<file path="src/rtl/irq_pkg.sv">
// Shared types and helpers for the interrupt pending/mask controller.
package irq_pkg;

  localparam int N_IRQ = 8;
  localparam int IDX_W = 3;

  typedef enum logic [1:0] {
    IDLE    = 2'd0,
    ASSERT  = 2'd1,
    HOLDOFF = 2'd2
  } irq_state_t;

  // Decode a line index to a one-hot line vector.
  function automatic logic [N_IRQ-1:0] idx_to_onehot(input logic [IDX_W-1:0] idx);
    logic [N_IRQ-1:0] oh;
    oh      = '0;
    oh[idx] = 1'b1;
    return oh;
  endfunction

endpackage

</file>
<file path="src/rtl/irq_edge_detect.sv">
// Rising-edge detector for the raw request lines.
// IRQ_LEVEL_MODE_EN: pass the lines straight through (level sensitivity, no delay register).
module irq_edge_detect #(
  parameter int N_IRQ = irq_pkg::N_IRQ
) (
  input  logic             clk,
  input  logic             rst,
  input  logic [N_IRQ-1:0] irq_in,
  output logic [N_IRQ-1:0] rise
);

`ifdef IRQ_LEVEL_MODE_EN
  logic unused_clk_rst;
  assign unused_clk_rst = clk ^ rst;
  assign rise           = irq_in;
`else
  logic [N_IRQ-1:0] irq_in_d;

  // Reset to 0 so a line held high through reset counts as a fresh edge.
  always_ff @(posedge clk) begin
    if (rst) irq_in_d <= '0;
    else     irq_in_d <= irq_in;
  end

  assign rise = irq_in & ~irq_in_d;
`endif

endmodule

</file>
<file path="src/rtl/irq_pending_ctrl.sv">
// Interrupt pending/mask controller feeding an external priority encoder
// and running a request/acknowledge handshake with the CPU.
// Optional IRQ_LEVEL_MODE_EN selects level-sensitive capture (see irq_edge_detect).
module irq_pending_ctrl #(
  parameter int N_IRQ = irq_pkg::N_IRQ,
  parameter int IDX_W = irq_pkg::IDX_W
) (
  input  logic                clk,
  input  logic                rst,
  input  logic [N_IRQ-1:0]    irq_in,
  input  logic                mask_wr,
  input  logic [N_IRQ-1:0]    mask_data,
  output logic                enc_en,
  output logic [N_IRQ-1:0]    enc_in,
  input  logic                enc_v,
  input  logic [IDX_W-1:0]    enc_idx,
  output logic                irq,
  output logic [IDX_W-1:0]    vec,
  input  logic                ack,
  output logic [N_IRQ-1:0]    pending,
  output irq_pkg::irq_state_t dbg_state
);

  import irq_pkg::*;

  // Handshake: irq rises one cycle after the state enters ASSERT decision and
  // stays high until ack is sampled in ASSERT; ack in any other state is ignored.

  logic [N_IRQ-1:0] rise;
  logic [N_IRQ-1:0] pending_q;
  logic [N_IRQ-1:0] mask_q;
  logic [N_IRQ-1:0] clr;
  logic [IDX_W-1:0] vec_q;
  logic [IDX_W-1:0] vec_d;
  logic             irq_q;
  irq_state_t       state_q;
  irq_state_t       state_d;

  irq_edge_detect #(
    .N_IRQ (N_IRQ)
  ) u_edge (
    .clk    (clk),
    .rst    (rst),
    .irq_in (irq_in),
    .rise   (rise)
  );

  always_comb begin
    state_d = state_q;
    vec_d   = vec_q;
    clr     = '0;
    case (state_q)
      IDLE: begin
        if (enc_v) begin
          vec_d   = enc_idx;
          state_d = ASSERT;
        end
      end
      ASSERT: begin
        if (ack) begin
          clr     = N_IRQ'(idx_to_onehot(IDX_W'(vec_q)));
          state_d = HOLDOFF;
        end
      end
      HOLDOFF: state_d = IDLE;
      default: state_d = IDLE;
    endcase
  end

  always_ff @(posedge clk) begin
    if (rst) begin
      state_q   <= IDLE;
      vec_q     <= '0;
      irq_q     <= 1'b0;
      pending_q <= '0;
      mask_q    <= '0;
    end else begin
      state_q   <= state_d;
      vec_q     <= vec_d;
      irq_q     <= (state_d == ASSERT);
      // A new edge on the bit being cleared wins: it is a new request.
      pending_q <= (pending_q & ~clr) | rise;
      if (mask_wr) mask_q <= mask_data;
    end
  end

  assign enc_en    = (state_q == IDLE);
  assign enc_in    = pending_q & ~mask_q;
  assign irq       = irq_q;
  assign vec       = vec_q;
  assign pending   = pending_q;
  assign dbg_state = state_q;

endmodule

</file>
<file path="config.mk">
export PLATFORM = sky130hd
export DESIGN_NAME = irq_pending_ctrl
export DESIGN_NICKNAME = d
export VERILOG_FILES = /design/src/rtl/irq_pkg.sv /design/src/rtl/irq_edge_detect.sv /design/src/rtl/irq_pending_ctrl.sv
export SDC_FILE = /design/constraint.sdc
export NUM_CORES = 1
export LEC_CHECK = 0
export CAP_MARGIN = 20
export CORE_ASPECT_RATIO = 0.9
export CORE_UTILIZATION = 30
export CTS_CLUSTER_SIZE = 10
export DETAILED_ROUTE_END_ITERATION = 8
export PLACE_DENSITY_LB_ADDON = 0.05
export SLEW_MARGIN = 20
export SYNTH_ARGS = -nofsm -noshare
export SYNTH_HDL_FRONTEND = slang
export SYNTH_SLANG_ARGS = --single-unit
</file>
<file path="constraint.sdc">
create_clock -name clk -period 1.25 [get_ports clk]
set_input_delay 0.125 -clock clk [delete_from_list [all_inputs] [get_ports clk]]
set_output_delay 0.125 -clock clk [all_outputs]
set_load 0.05 [all_outputs]
</file>
Word level (Yosys, flattened, before mapping)
Index checks and enable logic that the tools add are counted. Widths: inputs -> output; s select.

Flip-flop bits (word level): 30. Word-level logic and storage cells: 27. Output and inout bits: 23. Bits of input ports: 24.

Bitwise gates (word level): 7. Muxes and demuxes: 7. Order comparisons: 2. Equality and inequality tests: 2. Reductions and logical operators: 3.

Operators with widths (number): $and 8x8->8 (3); $not 8->8 (3); $mux 8 (2); $or 8x8->8 (1); $eq 2x1->1 const B (2); $lt 3x4->1 const B (1); $mux 2 (2); $pmux 2 s2 (1); $demux 1 s3 (1); $ge 3x1->1 const B (1); $logic_not 2->1 (1); $reduce_and 2->1 (1); $logic_and 1x1->1 (1); $mux 1 (1).

Longest topological paths before layout
Word-level depth: 9. Depth in mapped cells: 4. Depth with buffers taken out: 3.

Hierarchy
A second synthesis with hierarchy kept.

Cell total of the unflattened synthesis: 115. Area total of the unflattened synthesis: 1219.9 um^2.

By module, submodules not included: irq_pending_ctrl (seq. area each 440.4 um^2, instances 1, cells an instance 91, area an instance 959.7 um^2); irq_edge_detect (seq. area each 160.2 um^2, instances 1, cells an instance 24, area an instance 260.2 um^2).

Least setup slack after synthesis
No wires, ideal clock.

Kind: register to output. Start: reg pending_q[0], in the netlist pending[0]. End: out enc_in[0]. Required time: 1.125 ns. Cell stages (with the launch flop): 2. Arrival: 1.410 ns. Path buffers: 0. Slack: -0.285 ns. Path through: dfxtp_1 > nor2b_1.

Cells in the longest elaborated chain, start to end: 1.

Ends and longest elaborated chain: from (decl) (line irq_pending_ctrl.sv:30) `logic [N_IRQ-1:0] pending_q;`; from (signal assigned) (line irq_pending_ctrl.sv:82) `pending_q <= (pending_q & ~clr) | rise;`; $and 8x8->8 (line irq_pending_ctrl.sv:88) `assign enc_in = pending_q & ~mask_q;`; to (decl) (line irq_pending_ctrl.sv:14) `output logic [N_IRQ-1:0] enc_in,`.

Every way passes these cells.

Worst setup path in the final report
Start: reg pending_q[7], in the netlist pending[7]. End: out enc_in[7].

The elaborated chain is that of the path after synthesis.

==> metrics.cfg <==
[min_path]
hold_path_class = in2reg

[yosys]
syn_nets = 132
synth_most_common_cell = dfxtp_1
yosysUniqueCellTypes = 16
yosys.area.top_type_share_pct = 54.0
yosysTopAreaCell = dfxtp_1
synth_edf_count = 0
netlist_area_sq_um = 1110
synth_ff_type = dfxtp_1
syn_avg_cell_area_sq_um = 10.3
async_reset_ff_share_pct = 0
synth_top_cells_by_area = dfxtp_1, mux2i_1, nor2b_1, a22o_1, nor2_1
synth_seq_cells = 30
synthCells = 108
yosys-top-cells-count = dfxtp_1, nor2b_1, nor2_1
ys_seq_area_share_pct = 54.0
ys.warnings.count = 0

[global_route]
grt_max_degree = 29
track_usage_pct = 14.4
grt_pass1_vias = 905
overflow = 0
grt_pass1_wl_um = 4200
antenna_found_initial = 0

[drt]
wl_per_cell_um = 11.9
wl_met2_um = 1170
drtIter0Drc = 21
dr_wl_met3_um = 154
dr.max_layer_used = met4
drt_first_pass_iters = 3
viasPerCell = 4.48
drc_errors = 0
routed_wl_um = 2460
vias = 923
wl_met1_um = 1100
postRouteAntennaNets = 0

[clock_tree]
cts_made_buffers = 5
clock-sinks = 30
insertion_delay_ns = 0.27
cts_setup_buffers = 0
clkTransAtPathRegs_ns = 0.06
cts-root-buf = clkbuf_8
clk_path_buf_depth = 2
cts_tree = built
cts.htree.levels = 2

[cells_and_area]
drive_gt1_share_pct = 31.5
synthToLayoutAreaGrowth_pct = 82.7
regArea_sq_um = 608
n_antenna_cell = 0
nets = 185
fin_util_pct = 58.8
multi_input_area_sq_um = 510
fill_cells = 299

[power]
p_leak_uw = 0.000863
power_density_nw_per_um2 = 1300
ir_worst_vdd_mv = 0.604

[place]
dp_slack_ns = -0.0595
gp_congestion = 0.732
place_hpwl_um = 1860
numPortBuffers = 46

[sta]
rsz0062_at_grt = no
setup_viol_count_final = 0
timing.final.max_slew_violations = 0
hold_viol = 0
fmax_ghz = 0.861
worstMarginPinSlew_ns = 0.303
clock_skew_ns = 0.00340
slew_headroom_pct = 79.7
worst_slack_ns = 0.0888
fin_crit_ns = 1.16
setup-tns-final_ns = 0
fin_crit_sh_pct = 92.9

[floorplanning]
die-width_um = 66.2
row_count = 20
start_util_pct = 32.2
io-pin-count = 47
die_area_sq_um = 3960
core-area_sq_um = 3450
die_h_um = 59.8

[critical_path]
crit_fanout = 3
crit_type = reg2out
slowest_stage = dfxtp_1
arrival_ns = 1.04
required_ns = 1.12
crit_path_cell_trace = nor2b_4 -> buf_12
critPathMaxStageDelay_ns = 0.43
end_kind = output port
start_kind = register

[run_status]
status = finished, final reports clean

[job]
maxCapViolations = 0

==> cell families after synthesis <==
| group | Yosys count | synth area share, % |
|---|---|---|
| DFF | 30 | 54.0 |
| and+or+nand+nor | 37 | 20.0 |
| AOI/OAI and AO/OA | 16 | 10.1 |
| buffers and inverters | 13 | 5.06 |
| muxes | 12 | 10.8 |
==> area by class of cell <==
type | count | area share, %
clock buffer | 7 | 4.25
clock inverter | 1 | 0.246
inverter | 9 | 1.66
multi-input combinational | 65 | 25.1
sequential | 30 | 29.9
tap | 44 | 2.71
timing repair buffer | 50 | 36.1
==> critical path: cells and delay by family (launching register included) <==
family	cells	cell delay (ns)
flip-flops	1	0.43
AND/OR/NAND/NOR	1	0.20
buffers and inverters	1	0.14
==> placed cells by master (no fill, tap or decap) <==
master	instances
a21oi_1	6
clkinv_2	1
and4bb_4	1
nor3_1	2
nor2b_4	7
a31oi_1	2
nor2_1	13
clkbuf_8	6
and4b_4	1
nor3b_2	1
nor2b_2	1
mux2i_1	12
dfxtp_2	6
buf_4	3
buf_12	24
clkdlybuf4s50_1	23
nor2b_1	10
clkbuf_1	1
dfxtp_1	24
a22o_1	8
nor4b_1	1
inv_1	9
==> worst paths after layout <==
kind	slack, ns	cells after the start	end	start
setup / recovery	0.09	2	enc_in[7]	pending[7]
hold reg to reg	0.48	2	pending[3]	u_edge.irq_in_d[3]
hold / removal	0.42	2	u_edge.irq_in_d[4]	irq_in[4]
setup reg to reg	0.14	3	pending[6]	dbg_state[1]
==> per-layer routing <==
layer  global-route usage [%]  vias to the layer above
li1                         -                      472
met1                     17.6                      418
met2                     22.6                       28
met3                     5.34                        5
met4                     6.38                        0
met5                        0                        -
==> registers in the layout, summed over array words and instances (netlist names) <==
| name | flops |
|---|---|
| dbg_state | 2 |
| irq | 1 |
| mask_q | 8 |
| pending | 8 |
| u_edge.irq_in_d | 8 |
| vec | 3 |
==> repair_timing <==
| action | in CTS | in global routing |
|---|---|---|
| hold endpoints to repair | 0 | 0 |
| hold buffers | 0 | 0 |
| endpoints found under the setup margin | 0 | 1 |
| gates resized for setup | 0 | 1 |
==> where the power goes <==
part | switching [uW] | internal, uW | total (uW)
clock network | 327 | 443 | 770
registers | 77.2 | 1030 | 1100
logic | 357 | 417 | 774
total | 762 | 1890 | 2650
==> metrics by stage <==
step	hold slack [ns]	power [uW]	std cells	area, sq um
floorplan	0.208	1490	108	1170
global placement	0.459	1900	198	1940
detailed placement	0.462	1900	198	1940
CTS	0.415	2680	206	2030
global route	0.415	2770	206	2030
finish	0.420	2650	206	2030
No activity file was read; power rests on OpenSTA's default activity.
